## src/rtl/phy10g_lane_reset_supervisor.sv

```systemverilog
// Per-lane 10G PHY bring-up supervisor: holds each lane in reset until QPLL
// lock, waits for a debounced resetdone, retries on timeout and latches failure.
module phy10g_lane_reset_supervisor #(
    parameter int LANES         = 8,
    parameter int RST_CYCLES    = 16,
    parameter int TIMEOUT       = 65536,
    parameter int STABLE_CYCLES = 256,
    parameter int MAX_RETRIES   = 3,
    localparam int RW = (MAX_RETRIES > 0) ? $clog2(MAX_RETRIES + 1) : 1
) (
    input  logic                clk156_i,
    input  logic                reset_i,
    input  logic                qplllock_i,
    input  logic [LANES-1:0]    lane_enable_i,
    input  logic [LANES-1:0]    lane_resetdone_i,
    input  logic [LANES-1:0]    retry_clear_i,
    output logic [LANES-1:0]    lane_reset_o,
    output logic [LANES-1:0]    lane_up_o,
    output logic [LANES-1:0]    lane_failed_o,
    output logic [LANES*RW-1:0] retry_count_o,
    output logic                all_up_o
);

    localparam int PMAX = (RST_CYCLES > STABLE_CYCLES) ? RST_CYCLES : STABLE_CYCLES;
    localparam int PW   = $clog2(PMAX + 1);
    localparam int TW   = (TIMEOUT > 2) ? $clog2(TIMEOUT) : 1;

    typedef enum logic [2:0] {
        S_OFF,
        S_RST,
        S_WAIT,
        S_STABLE,
        S_UP,
        S_FAIL
    } state_t;

    logic r_all_up;
    logic w_all_up_nx;

    for (genvar g = 0; g < LANES; g++) begin : g_lane
        state_t        r_state;
        state_t        w_state_nx;
        logic [PW-1:0] r_phase;
        logic [PW-1:0] w_phase_nx;
        logic [TW-1:0] r_tmo;
        logic [TW-1:0] w_tmo_nx;
        logic [RW-1:0] r_cnt;
        logic [RW-1:0] w_cnt_nx;
        logic          w_done;
        logic          w_clr;
        logic          w_tmo_hit;
        logic          w_retry;

        assign w_done    = lane_resetdone_i[g];
        assign w_clr     = retry_clear_i[g];
        assign w_tmo_hit = (r_tmo == TW'(TIMEOUT - 1));

        always_ff @(posedge clk156_i) begin
            if (reset_i) begin
                r_state <= S_OFF;
                r_phase <= '0;
                r_tmo   <= '0;
                r_cnt   <= '0;
            end else begin
                r_state <= w_state_nx;
                r_phase <= w_phase_nx;
                r_tmo   <= w_tmo_nx;
                r_cnt   <= w_cnt_nx;
            end
        end

        always_comb begin
            w_state_nx = r_state;
            w_phase_nx = r_phase;
            w_tmo_nx   = r_tmo;
            w_cnt_nx   = r_cnt;
            w_retry    = 1'b0;
            if (!lane_enable_i[g]) begin
                w_state_nx = S_OFF;
            end else if (!qplllock_i && (r_state != S_OFF) && (r_state != S_FAIL)) begin
                w_state_nx = S_OFF;
            end else begin
                if (w_clr) begin
                    w_cnt_nx = '0;
                end
                unique case (r_state)
                    S_OFF: begin
                        if (qplllock_i) begin
                            w_state_nx = S_RST;
                            w_phase_nx = '0;
                        end
                    end
                    S_RST: begin
                        if (r_phase == PW'(RST_CYCLES - 1)) begin
                            w_state_nx = S_WAIT;
                            w_tmo_nx   = '0;
                        end else begin
                            w_phase_nx = r_phase + PW'(1);
                        end
                    end
                    S_WAIT: begin
                        w_tmo_nx = r_tmo + TW'(1);
                        if (w_done && (STABLE_CYCLES == 1)) begin
                            w_state_nx = S_UP;
                        end else if (w_tmo_hit) begin
                            w_retry = 1'b1;
                        end else if (w_done) begin
                            w_state_nx = S_STABLE;
                            w_phase_nx = PW'(1);
                        end
                    end
                    S_STABLE: begin
                        // the timeout window spans bounces back into WAIT
                        w_tmo_nx = r_tmo + TW'(1);
                        if (w_done && (r_phase == PW'(STABLE_CYCLES - 1))) begin
                            w_state_nx = S_UP;
                        end else if (w_tmo_hit) begin
                            w_retry = 1'b1;
                        end else if (w_done) begin
                            w_phase_nx = r_phase + PW'(1);
                        end else begin
                            w_state_nx = S_WAIT;
                        end
                    end
                    S_UP: begin
                        if (!w_done) begin
                            w_retry = 1'b1;
                        end
                    end
                    S_FAIL: begin
                        if (w_clr) begin
                            w_state_nx = S_OFF;
                        end
                    end
                    default: begin
                        w_state_nx = S_OFF;
                    end
                endcase
                if (w_retry) begin
                    w_phase_nx = '0;
                    if (w_clr) begin
                        w_state_nx = S_RST;
                    end else if (r_cnt == RW'(MAX_RETRIES)) begin
                        w_state_nx = S_FAIL;
                    end else begin
                        w_cnt_nx   = r_cnt + RW'(1);
                        w_state_nx = S_RST;
                    end
                end
            end
        end

        assign lane_reset_o[g]            = (r_state == S_OFF) || (r_state == S_RST) ||
                                            (r_state == S_FAIL);
        assign lane_up_o[g]               = (r_state == S_UP);
        assign lane_failed_o[g]           = (r_state == S_FAIL);
        assign retry_count_o[g*RW +: RW]  = r_cnt;
    end

    assign w_all_up_nx = (|lane_enable_i) && (&(lane_up_o | ~lane_enable_i));

    always_ff @(posedge clk156_i) begin
        if (reset_i) begin
            r_all_up <= 1'b0;
        end else begin
            r_all_up <= w_all_up_nx;
        end
    end

    assign all_up_o = r_all_up;

endmodule

```

## config.mk

```make
export PLATFORM = sky130hd
export DESIGN_NAME = phy10g_lane_reset_supervisor
export DESIGN_NICKNAME = d
export VERILOG_FILES = /design/src/rtl/phy10g_lane_reset_supervisor.sv
export SDC_FILE = /design/constraint.sdc
export NUM_CORES = 1
export LEC_CHECK = 0
export BUFFER_PORTS_ARGS = -buffer_cell sky130_fd_sc_hd__buf_2
export CAP_MARGIN = 10
export CORE_MARGIN = 3
export CORE_UTILIZATION = 40
export DETAILED_ROUTE_END_ITERATION = 8
export PLACE_DENSITY_LB_ADDON = 0.05
export SYNTH_ARGS = -nofsm -noshare
export SYNTH_HDL_FRONTEND = slang
export SYNTH_SLANG_ARGS = --single-unit
export TNS_END_PERCENT = 100
```

## constraint.sdc

```tcl
create_clock -name clk156_i -period 2.7 [get_ports clk156_i]
set_input_delay 0.27 -clock clk156_i [delete_from_list [all_inputs] [get_ports clk156_i]]
set_output_delay 0.27 -clock clk156_i [all_outputs]
set_load 0.02 [all_outputs]
```

Word level (Yosys, flattened, before mapping)
Cells that the tools add are included.
{ "word_totals": {"n_memories": 0, "mem_bits_ro": 0, "latch_bits": 0, "in_bits": 27, "ram_bits": 0, "regBits": 241} }
{ "classes": {"n_eq_ne": 184, "n_lt_le_gt_ge": 0, "n_mul": 0, "n_bitwise": 18, "add_sub_neg": 24, "shift": 0, "reduce_logical": 124, "div_mod_pow": 0, "n_mux": 250} }
{ "ops": {"columns": ["op", "n"], "rows": [
  ["2-to-1 mux 9 bit", 57],
  ["one-hot mux 9 bit (4 select lines)", 8],
  ["one-hot mux 16 bit (2 select lines)", 8],
  ["2-to-1 mux 3 bit", 81],
  ["!= test 3 bit, second input constant", 72],
  ["one-hot mux 3 bit (6 select lines)", 8],
  ["adder 16 x 1 -> 16 bit, second input constant", 8],
  ["== test 16 bit, second input constant", 8],
  ["2-to-1 mux 16 bit", 8],
  ["AND reduction 10 bit", 8],
  ["adder 9 x 1 -> 9 bit, second input constant", 8],
  ["== test 9 x 4 -> 1 bit, second input constant", 8],
  ["== test 9 x 8 -> 1 bit, second input constant", 8],
  ["AND reduction 8 bit", 9],
  ["2-to-1 mux 2 bit", 32],
  ["!= test 4 bit, second input constant", 16],
  ["== test 3 x 2 -> 1 bit, second input constant", 16],
  ["== test 3 bit, second input constant", 16],
  ["2-to-1 mux 1 bit", 40],
  ["nonzero test 5 bit", 8],
  ["AND reduction 4 bit", 8],
  ["logical AND 1 bit", 25],
  ["== test 3 x 1 -> 1 bit, second input constant", 8],
  ["logical NOT 3 bit", 8],
  ["other kinds (17)", 124]
]} }

Depth between registers and ports, before layout
Gate-level depths: netlist (run 1).
{ "logic_depth": {"depth_word": 8, "mapped_depth": 12} }

Least setup slack after synthesis (run 1)
OpenSTA, ideal clock, no wires.
{ "synth_timing": {"kind": "reg-to-reg", "start": "register g_lane[2].r_phase[0]", "end": "register g_lane[2].r_phase[2]", "path_stages_with_launch": 12, "t_arrival_ps": 2607, "setup_ps": 58, "required_time_ps": 2642, "slack_ps": 35, "path_cell_list": "dfxtp_1 ha_1 and3_1 nand3_1 nor2_1 ha_1 and3_1 a211o_1 a21o_1 nor4_1 and3b_1 a211o_1"} }
{ "synth_between": {"elab_chain_len": 8} }
{ "synth_rtl": {"columns": ["element", "line", "source"], "rows": [
  ["start: declaration", "43", "logic [PW-1:0] r_phase;"],
  ["start signal: assignment", "66", "r_phase <= w_phase_nx;"],
  ["== test 9 x 8 -> 1 bit", "115", "if (w_done && (r_phase == PW'(STABLE_CYCLES - 1))) begin"],
  ["logical AND 1 bit", "115", null],
  ["2-to-1 mux 1 bit", "115", null],
  ["one-hot mux 1 bit (3 select lines)", "86", "unique case (r_state)"],
  ["2-to-1 mux 1 bit", "80", "end else if (!qplllock_i && (r_state != S_OFF) && (r_state != S_FAIL)) begin"],
  ["2-to-1 mux 1 bit", "78", "if (!lane_enable_i[g]) begin"],
  ["!= test 3 bit (no line) or nonzero test 5 bit (tied branches)", null, null],
  ["AND reduction 10 bit (no line)", null, null]
]} }
Several ways; a longest one is shown, not always the timed one. The select of a mux whose other input is x is not followed.
A chain may end at the register's enable or synchronous reset.

Worst setup path in the final report (run 1)
{ "layout_timing": {"start": "register g_lane[2].r_phase[0]", "end": "register g_lane[2].r_phase[1]"} }
The elaborated chain is that of the path after synthesis.

==> results of run 1 <==
[worst min-delay path by stage]
stage | start | end | slack (ns)
global route | lane_enable_i[2] | all_up_o | 0.02
finish | retry_clear_i[7] | g_lane[7].r_state[2] | 0.04
floorplan | retry_clear_i[0] | g_lane[0].r_cnt[1] | 0.38
CTS | lane_enable_i[2] | all_up_o | 0.007
global placement | g_lane[0].r_tmo[1] | g_lane[0].r_tmo[1] | 0.46
detailed placement | g_lane[7].r_tmo[1] | g_lane[7].r_tmo[1] | 0.47
[flip-flops by register name, summed over array words and instances (netlist names)]
| register | count |
|---|---|
| g_lane.r_phase | 72 |
| g_lane.r_cnt | 16 |
| g_lane.r_tmo | 128 |
| all_up_o | 1 |
| g_lane.r_state | 24 |
[metal layers]
layer	up-vias	routed length, um
li1	6825	-
met1	6283	18200
met2	210	16900
met3	55	1300
met4	2	823
met5	-	13
[cells in the final DEF (no fill, tap or decap), drive strengths merged, types with 66 or more instances in the layout]
cell,n
a21oi,81
buf,172
dfxtp,241
inv,70
nand2,128
nand3,106
nand4,70
nor2,214
nor3,77
o21ai,66
[layout make-up]
cell class,count,area (um^2)
fill,3399,17900
clock buffer,49,963
sequential,241,4830
timing repair buffer,174,1160
tap,455,569
antenna,1,2.50
inverter,71,267
clock inverter,6,108
multi-input combinational,1384,8850
[Yosys cell counts (all sizes together), types with 15 or more instances]
cell type,n
o21ai,66
ha,32
nand4,70
buf,22
nand2b,24
o31ai,15
or4,19
clkbuf,59
nor2,214
and2,19
or3,17
o211ai,20
nor2b,30
nand2,128
nor4,33
nand3,106
dfxtp,241
a21oi,81
inv,70
a31oi,23
xnor2,47
xor2,59
and3,57
nor3,77
[what timing repair did]
action                                 4_1_cts  5_1_grt
endpoints found under the hold margin        3        0
resized for setup                            0       46
hold buffers                                 2        0
cloned                                       0        1
setup endpoints to repair                    8       62
buffers inserted                             1        5
pin swaps                                    1        6
[per-stage QoR]
step                setup slack, ns  cell area (um^2)  instances  total power [uW]
detailed placement          -0.0545             15400       2316              4210
floorplan                    0.0354             14100       1777              4000
global route                -0.0187             16700       2381              8750
global placement            -0.0259             15400       2316              4210
CTS                         0.00212             16500       2374              8570
finish                       0.0989             16700       2381              8440
[critical path: stages, from the launching register on]
cell	delay, ns
dfxtp_1	0.31
ha_1	0.21
and3_4	0.18
nand3_1	0.09
nor2_1	0.06
ha_2	0.18
and3_4	0.19
a211o_1	0.29
a21o_1	0.18
o21a_2	0.24
or4_1	0.47
a21oi_1	0.14
[where the power goes]
group | total [uW] | leakage, uW | internal, uW | switching, uW
Sequential | 3600 | 0.00194 | 3570 | 25.3
Combinational | 563 | 0.00367 | 200 | 363
Clock | 4280 | 0.000526 | 2700 | 1590
[kinds of logic after synthesis]
| family | share of synthesized area, % |
|---|---|
| flip-flops | 34.2 |
| AND/OR/NAND/NOR | 32.0 |
| multiplexers | 1.33 |
| AO/OA/AOI/OAI | 18.7 |
| adder cells (fa/ha/maj) | 2.84 |
| buffers and inverters | 4.30 |
| XOR/XNOR | 6.58 |
==> results.txt, run 1 <==
----------------------------------------------------
[Global routing]
  Via count of the first global-routing pass ... 12,800
  Grt ovf ... 0
  Pin count of the biggest net entering global routing ... a little over 70
  Met2 Use GR ... between 30% and 40%
  Busiest layer in global routing ... met2
  Met1 routing resource usage after global routing ... between 20% and 30%
  Overall fraction of global-route tracks in use ... between 10% and 20%
  Global-route met3 utilization ... slightly below 3%
  Initial antenna violation count ... 2
  Wire length of the first global-routing pass ... 62,800 um

[Timing]
  Setup TNS after final layout ... 0 ns
  Min cycle time layout ... about 2.6 ns
  Final Hold Fails ... 0
  Max-Slew Margin vs Limit ... around 41%
  Fmax ... ~380 MHz
  Worst clock skew ... 0.00902 ns
  Final period utilization ... a little over nine tenths
  Final-layout worst hold slack ... roughly 0.039 ns
  Fin. max-slew vios ... 0
  Setup violators final ... 0
  Actual transition at the worst max-transition pin ... 0.878 ns

[Min path]
  Path category of the worst min-delay check ... input port to flop
  Number of stages on the worst hold path ... 4

[Logic synthesis]
  Post-synthesis cell type with the largest combined area ... dfxtp_1
  Number of flops mapped to enable cells by yosys ... 0
  Seq/Total Area, Yosys ... roughly 34%
  Main flop type after synthesis ... dfxtp_1
  Post-synthesis async set-or-reset flop share ... 0%
  Post-synthesis cell area ... about 0.014 mm^2
  Mean area per synthesized cell ... 7.94 um^2
  Post-Synthesis Cells ... ~1,800
  Top cells by area in the synthesized netlist ... dfxtp_1 34%, nor2_1 5.7%, nand3_1 3.8%
  Total of flip-flops plus latches after synthesis ... 241
  Synth unique cells ... 89
  YS warnings ... 0
  Post-Syn Nets ... about 1,800
  Top-area cell type share of the netlist area ... around a third

[Die]
  Die Area ... around 0.038 mm^2
  Initial standard-cell utilization of the core ... about two fifths
  Die boundary width ... ~190 um
  Placeable core area ... ~0.035 mm^2
  Die extent in y ... between 150 and 200 um
  Number of placement rows ... slightly below 70
  Number of I/O pins ... between 60 and 70

[Drt]
  Post-detailed-route DRC marker count ... 0
  ANT nets after route ... 0
  Wire per inst ... about 16 um
  Total Routed Length ... roughly 37,000 um
  Number of violations reported at the end of detailed-routing iteration 0 ... between 600 and 700
  TritonRoute pass-1 iters ... 5
  Vias post-DR ... 13,400
  Vias per cell ... around 5.6

[Clock network]
  CTS tree ... built
  Clock tree root driver cell ... clkbuf_16
  Insertion delay of the later-clocked pin in the worst-skew pair ... between 0.5 and 0.6 ns
  Number of buffers added by the clock tree synthesis step ... 31
  Maximum clock insertion buffer count ... 3
  CTS HTree Levels ... 1
  TritonCTS sink count ... 241
  Clock transition at path regs ... 0.06 ns

[Power and ir drop]
  Total power density per cell area ... 504 mW/mm^2
  Largest vdd supply drop ... slightly above 0.5 mV
  Total leakage power ... just over 0.006 uW

[Layout]
  Share of layout cells above drive strength 1 ... about 16%
  Utilization after layout ... between 40 and 50%
  Layout area overhead ... 18.7%
  Number of nets in the finished design ... between 1,500 and 2,000

[Setup path]
  Class of the most critical setup path ... flop to flop
  Arr. time, crit path ... between 3 and 4 ns
  R2R setup slack ... between 0.09 and 0.1 ns
  Worst-case reg-to-reg path depth ... 11
  Source of the critical timing path ... g_lane[2].r_phase[0]
  Worst r2r src ... g_lane[2].r_phase[0]
  Kind of end point of the critical path ... flop
  CP Launch Type ... flop
  Highest net fanout along the worst path ... 6
  Critical path destination ... g_lane[2].r_phase[1]
  Endpoint required time on the critical path ... ~3.2 ns
  RR Endpoint ... g_lane[2].r_phase[1]

[Placed design]
  Post-DP HPWL ... 25,900 um
  Routability Congestion ... between 0.8 and 0.9
  Port bufs ... 67

[Status]
  Run status ... completed

[Job]
  Max Cap Violations ... 0

----------------------------------------------------
No activity file was read; power rests on OpenSTA's default activity.
==> inputs of run 2 (changes only) <==
--- a/config.mk
+++ b/config.mk
@@ -5,11 +5,11 @@
 export SDC_FILE = /design/constraint.sdc
 export NUM_CORES = 1
 export LEC_CHECK = 0
-export BUFFER_PORTS_ARGS = -buffer_cell sky130_fd_sc_hd__buf_2
 export CAP_MARGIN = 10
 export CORE_MARGIN = 3
 export CORE_UTILIZATION = 40
 export DETAILED_ROUTE_END_ITERATION = 8
+export DONT_BUFFER_PORTS = 1
 export PLACE_DENSITY_LB_ADDON = 0.05
 export SYNTH_ARGS = -nofsm -noshare
 export SYNTH_HDL_FRONTEND = slang
==> run 2 against run 1 <==
Effect of this change: via count is 0.66% lower; cell count decreased by 2.1%; register-to-register slack better by 0.02 ns; global-route usage is 0.33 points higher; worst setup slack better by 0.023 ns; clock power shrank 4%; clock-buffer cell count fell by 8.
==> results.txt, run 2 (synthesized netlist as in run 1, its figures left out) <==
----------------------------------------------------
[Power and ir drop]
  Fraction of power consumed by combinational cells ... 6.6%
  Sw Share ... about a quarter
  Largest vdd supply drop ... around 0.56 mV
  Internal power of the cells ... 6300 uW
  Total leakage power ... just under 0.006 uW
  Total power after layout ... just over 8000 uW
  Power share of the sequential group ... about 44%
  Switching power total ... about 2000 uW
  Total power density per cell area ... 499 mW/mm^2
  Clock network power share ... about 50%

[Layout]
  Most common library cell in the layout ignoring fill and taps ... dfxtp_1
  Number of nets in the finished design ... 1,915
  Largest registers ... g_lane.r_tmo: 128 flops, g_lane.r_phase: 72 flops, g_lane.r_state: 24 flops
  Register bank with the most flops ... g_lane.r_tmo
  Antenna Diode Count ... 0
  Share of layout cells above drive strength 1 ... 13.2%
  Leading cell types in the layout, fill and taps excluded ... 240 x dfxtp_1, 213 x nor2_1, 127 x nand2_1
  Layout area overhead ... 17.4%
  Max reg flops ... approximately 130

[Setup path]
  Arr. time, crit path ... about 3 ns
  Longest individual stage delay on the worst path ... roughly 0.48 ns
  Kind of end point of the critical path ... flop
  Class of the most critical setup path ... flop to flop
  Highest net fanout along the worst path ... 5
  Crit path cell chain ... ha_2, and3_4, nand3_2, nor2_1, ha_2, and3_4, a211o_1, a21o_1, o21a_1, or4_1, a21oi_1
  CP Launch Type ... flop
  Endpoint required time on the critical path ... roughly 3.2 ns
  Cell with the largest stage delay on the worst path ... or4_1

[Timing]
  Final period utilization ... a little over nine tenths
  Worst clock skew ... roughly 0.009 ns
  Max-Slew Margin vs Limit ... 41.0%
  Fmax ... a little under 400 MHz
  Setup TNS after final layout ... 0 ns
  Setup violators final ... 0
  Actual transition at the worst max-transition pin ... between 0.8 and 0.9 ns
  Final Hold Fails ... 0
  Fin. max-slew vios ... 0
  Min cycle time layout ... about 2.6 ns

[Clock network]
  CTS tree ... built
  Insertion delay of the later-clocked pin in the worst-skew pair ... 0.56 ns
  Clock transition at path regs ... approximately 0.06 ns
  Clock tree root driver cell ... clkbuf_16
  Number of buffers added by the clock tree synthesis step ... 30
  Maximum clock insertion buffer count ... 3
  TritonCTS sink count ... 241
  CTS HTree Levels ... 1

[Die]
  Die boundary width ... about 190 um
  Die extent in y ... 194 um
  Initial standard-cell utilization of the core ... ~40%
  Number of I/O pins ... approximately 70
  Number of placement rows ... 68
  Die Area ... 0.0376 mm^2
  Placeable core area ... between 0.03 and 0.04 mm^2

[Global routing]
  Wire length of the first global-routing pass ... 63,000 um
  Overall fraction of global-route tracks in use ... roughly a fifth
  Grt ovf ... 0
  Initial antenna violation count ... 0
  Pin count of the biggest net entering global routing ... 93
  Via count of the first global-routing pass ... around 12,000

[Drt]
  ANT nets after route ... 0
  TritonRoute pass-1 iters ... 6
  Post-detailed-route DRC marker count ... 0
  Wire per inst ... about 16 um
  Vias per cell ... 5.70
  Number of violations reported at the end of detailed-routing iteration 0 ... 749
  Total Routed Length ... roughly 38,000 um
  Vias post-DR ... around 13,000

[Job]
  Max Cap Violations ... 0

[Placed design]
  Port bufs ... 0
  Post-DP HPWL ... 25,600 um
  Routability Congestion ... approximately 0.86

[Min path]
  Path category of the worst min-delay check ... input port to flop

[Status]
  Run status ... completed

----------------------------------------------------
==> run 2: cell types whose count changed in the layout (fill, tap and decap cells not counted), sizes merged <==
cell / before / now
buf: 172 / 111
dlygate4sd3: 2 / 16
clkbuf: 49 / 41
clkinv: 3 / 9
clkdlybuf4s15: 0 / 1
clkinvlp: 1 / 0
diode: 1 / 0
==> run 2: power by group through the flow <==
| stage | Clock (uW) | Sequential (uW) | Combinational, uW |
|---|---|---|---|
| finish | 4120 | 3590 | 548 |
| global route | 4390 | 3590 | 606 |
| CTS | 4270 | 3590 | 529 |
| detailed placement | 0 | 3670 | 465 |
| global placement | 0 | 3670 | 466 |
| floorplan | 0 | 3660 | 347 |
==> run 2: layer usage <==
metal  vias to the layer above  global-route usage [%]  wire length, um
met3                        58                    2.64             1800
li1                       6726                       -                -
met2                       275                    31.2            16800
met1                      6228                    27.7            18600
met5                         -                       0                0
met4                         0                    4.82              765
==> run 2: worst paths after layout <==
check | startpoint | to | slack [ns] | depth (start not counted)
hold reg to reg | g_lane[0].r_tmo[1] | g_lane[0].r_tmo[1] | 0.47 | 2
hold / removal | retry_clear_i[7] | g_lane[7].r_state[2] | 0.02 | 3
setup reg to reg | g_lane[2].r_phase[0] | g_lane[2].r_phase[8] | 0.12 | 11
setup / recovery | g_lane[2].r_phase[0] | g_lane[2].r_phase[8] | 0.12 | 11
==> run 2: worst max-delay path, delay by kind of cell, from the launching register on <==
kind | cells | cell delay, ns
AND/OR/NAND/NOR | 5 | 0.98
AO/OA/AOI/OAI | 4 | 0.81
adder cells (fa/ha/maj) | 2 | 0.39
flip-flops | 1 | 0.32
==> run 2: cell type report <==
cell class	instances	area (um^2)
multi-input cells	1384	8830
well taps	455	569
flip-flops and latches	241	4830
fillers	3428	18100
repair buffers	128	1050
clock buffers	41	873
inverters	71	267
clock inverters	11	134
==> run 2: per-stage QoR <==
| step | hold WS, ns | instance area (um^2) | setup WS (ns) | util [%] | instances |
|---|---|---|---|---|---|
| final | 0.0246 | 16600 | 0.122 | 47.8 | 2331 |
| after detailed placement | 0.356 | 15100 | -0.00702 | 43.7 | 2253 |
| after CTS | 0.00139 | 16400 | 0.00271 | 47.3 | 2324 |
| after global placement | 0.355 | 15100 | 0.0328 | 43.7 | 2253 |
| after floorplan | 0.381 | 14100 | 0.0354 | - | 1777 |
| after global routing | 0.0334 | 16600 | -0.00360 | 47.8 | 2331 |
==> run 2: repair_timing <==
action,in CTS,in global routing
gates cloned,1,0
gates resized for setup,3,37
pin swaps,1,6
setup endpoints to repair,8,65
hold buffers,17,0
buffers inserted,1,7
endpoints found under the hold margin,103,0
==> inputs of run 3 (changes only) <==
==> constraint.sdc (replaced) <==
create_clock -name clk156_i -period 2.1 [get_ports clk156_i]
set_input_delay 0.21 -clock clk156_i [delete_from_list [all_inputs] [get_ports clk156_i]]
set_output_delay 0.21 -clock clk156_i [all_outputs]
set_load 0.02 [all_outputs]
==> run 3 against run 2 <==
Effect of this change: the run now ends with negative setup slack left; clock-buffer cell count up 7; fmax is 3.7% higher; total power is 34% higher; die area is the same; critical endpoint unchanged; highest routed layer unchanged; sequential power up 29%.
==> results.txt, run 3 (synthesized netlist as in run 1, its figures left out) <==
----------------------------------------------------
[Placed design]
  DP Area ... around 0.018 mm^2
  Number of placed cells counting well taps ... ~2,500
  Post-DP HPWL ... around 29,000 um
  Routability Congestion ... roughly 0.84
  Port bufs ... 0

[Timing]
  Setup TNS after final layout ... -12.59 ns
  Worst Setup Slack, final ... -0.385 ns
  Max-Slew Margin vs Limit ... between 50% and 60%
  Setup repair after global routing missed its margin ... yes
  Fin. max-slew vios ... 0
  Actual transition at the worst max-transition pin ... about 0.67 ns
  Worst clock skew ... 0.0101 ns
  Setup violators final ... 97
  Min cycle time layout ... between 2 and 2.5 ns
  Fmax ... a little over 400 MHz
  Final Hold Fails ... 0
  Final period utilization ... 118%

[Clock network]
  Clock tree root driver cell ... clkbuf_16
  Maximum clock insertion buffer count ... 3
  Clock transition at path regs ... 0.06 ns
  Number of buffers added by the clock tree synthesis step ... 30
  CTS tree ... built
  CTS HTree Levels ... 1
  TritonCTS sink count ... 241
  Insertion delay of the later-clocked pin in the worst-skew pair ... about 0.57 ns

[Drt]
  Wire per inst ... about 17 um
  Number of violations reported at the end of detailed-routing iteration 0 ... ~760
  Post-detailed-route DRC marker count ... 0
  Vias post-DR ... ~15,000
  Total Routed Length ... 44,700 um
  ANT nets after route ... 0
  Vias per cell ... about 5.6
  TritonRoute pass-1 iters ... 5

[Setup path]
  Arr. time, crit path ... about 3.0 ns
  Highest net fanout along the worst path ... 5
  Endpoint required time on the critical path ... 2.60 ns
  Kind of end point of the critical path ... flop
  Class of the most critical setup path ... flop to flop
  CP Launch Type ... flop

[Layout]
  Leading cell types in the layout, fill and taps excluded ... 362 x buf_4, 210 x dfxtp_1, 203 x nor2_1
  Number of nets in the finished design ... approximately 2,300
  Most common library cell in the layout ignoring fill and taps ... buf_4
  Antenna Diode Count ... 0
  Utilization after layout ... approximately 62%
  Register bank with the most flops ... g_lane.r_tmo
  Largest registers ... g_lane.r_tmo: 128 flops, g_lane.r_phase: 72 flops, g_lane.r_state: 24 flops
  Finished Cell Area ... 0.0215 mm^2
  Fin cells ... ~2,700
  Layout area overhead ... 52.4%
  Share of layout cells above drive strength 1 ... ~37%
  Max reg flops ... ~130

[Job]
  Max Cap Violations ... 0

[Die]
  Number of placement rows ... just under 70
  Number of I/O pins ... 68
  Die boundary width ... a little under 200 um
  Die Area ... approximately 0.038 mm^2
  Placeable core area ... roughly 0.035 mm^2
  Die extent in y ... between 150 and 200 um
  Initial standard-cell utilization of the core ... 40.7%

[Power and ir drop]
  Total power density per cell area ... a little over 500 mW/mm^2
  Internal power of the cells ... 8430 uW
  Fraction of power consumed by combinational cells ... approximately 9%
  Power share of the sequential group ... between 40% and 50%
  Clock network power share ... between 40% and 50%
  Largest vdd supply drop ... about 0.77 mV
  Total power after layout ... roughly 11,000 uW
  Switching power total ... approximately 2600 uW
  Sw Share ... a little under a quarter
  Total leakage power ... around 0.0084 uW

[Min path]
  Path category of the worst min-delay check ... input port to flop

[Global routing]
  Via count of the first global-routing pass ... about 15,000
  Wire length of the first global-routing pass ... just over 70,000 um
  Grt ovf ... 0
  Initial antenna violation count ... 1
  Pin count of the biggest net entering global routing ... 85
  Overall fraction of global-route tracks in use ... ~22%

[Status]
  Failing checks ... negative setup slack
  Run status ... finished with violations

----------------------------------------------------
[run 3: final cells by class]
| cell class | instances | area [um^2] |
|---|---|---|
| Fill cell | 2989 | 13100 |
| Tap cell | 455 | 569 |
| Timing Repair Buffer | 468 | 4000 |
| Sequential cell | 241 | 4860 |
| Clock inverter | 8 | 118 |
| Inverter | 71 | 270 |
| Clock buffer | 48 | 940 |
| Multi-Input combinational cell | 1385 | 10700 |
[run 3: power by group through the flow]
stage	registers (uW)	clock network (uW)	logic (uW)
after floorplan	4700	0	484
after global placement	4710	0	716
after detailed placement	4710	0	719
after CTS	4610	5600	896
after global routing	4620	5800	1070
final	4620	5460	991
[run 3: through the flow]
| step | hold WS (ns) | setup slack (ns) |
|---|---|---|
| final | 0.0262 | -0.385 |
| after global routing | 0.0120 | -0.473 |
| after CTS | -0.102 | -0.351 |
| after detailed placement | 0.292 | -0.387 |
| after global placement | 0.293 | -0.349 |
| after floorplan | 0.321 | -0.315 |
[run 3: critical path: stages (launching register included)]
cell and delay, ns:
dfxtp_2 0.34, ha_4 0.15, and3_4 0.18, nand3_4 0.06
nor2_2 0.05, ha_2 0.18, and3_4 0.17, a211o_1 0.25
a21o_1 0.17, o21a_2 0.25, or4_1 0.48, a21oi_1 0.13
[run 3: worst paths after layout]
kind / startpoint / end / slack, ns / cells after the start
max reg2reg: g_lane[2].r_phase[0] / g_lane[2].r_phase[8] / -0.39 / 11
min reg2reg: g_lane[4].r_phase[8] / g_lane[4].r_phase[8] / 0.49 / 2
min: lane_resetdone_i[1] / g_lane[1].r_state[2] / 0.03 / 3
max: g_lane[2].r_phase[0] / g_lane[2].r_phase[8] / -0.39 / 11
[run 3: what timing repair did]
item / 4_1_cts / 5_1_grt
gates cloned: 7 / 1
pin swaps: 123 / 123
hold buffers: 40 / 2
setup buffers: 43 / 31
setup endpoints to repair: 143 / 206
resized for setup: 178 / 178
hold endpoints to repair: 133 / 2
[run 3: routing by layer]
metal	vias to the layer above	wire length (um)	global-route usage [%]
li1	7414	-	-
met1	7214	20700	30.3
met2	328	20700	36.9
met3	83	2100	3.93
met4	0	1190	6.24
met5	-	0	0
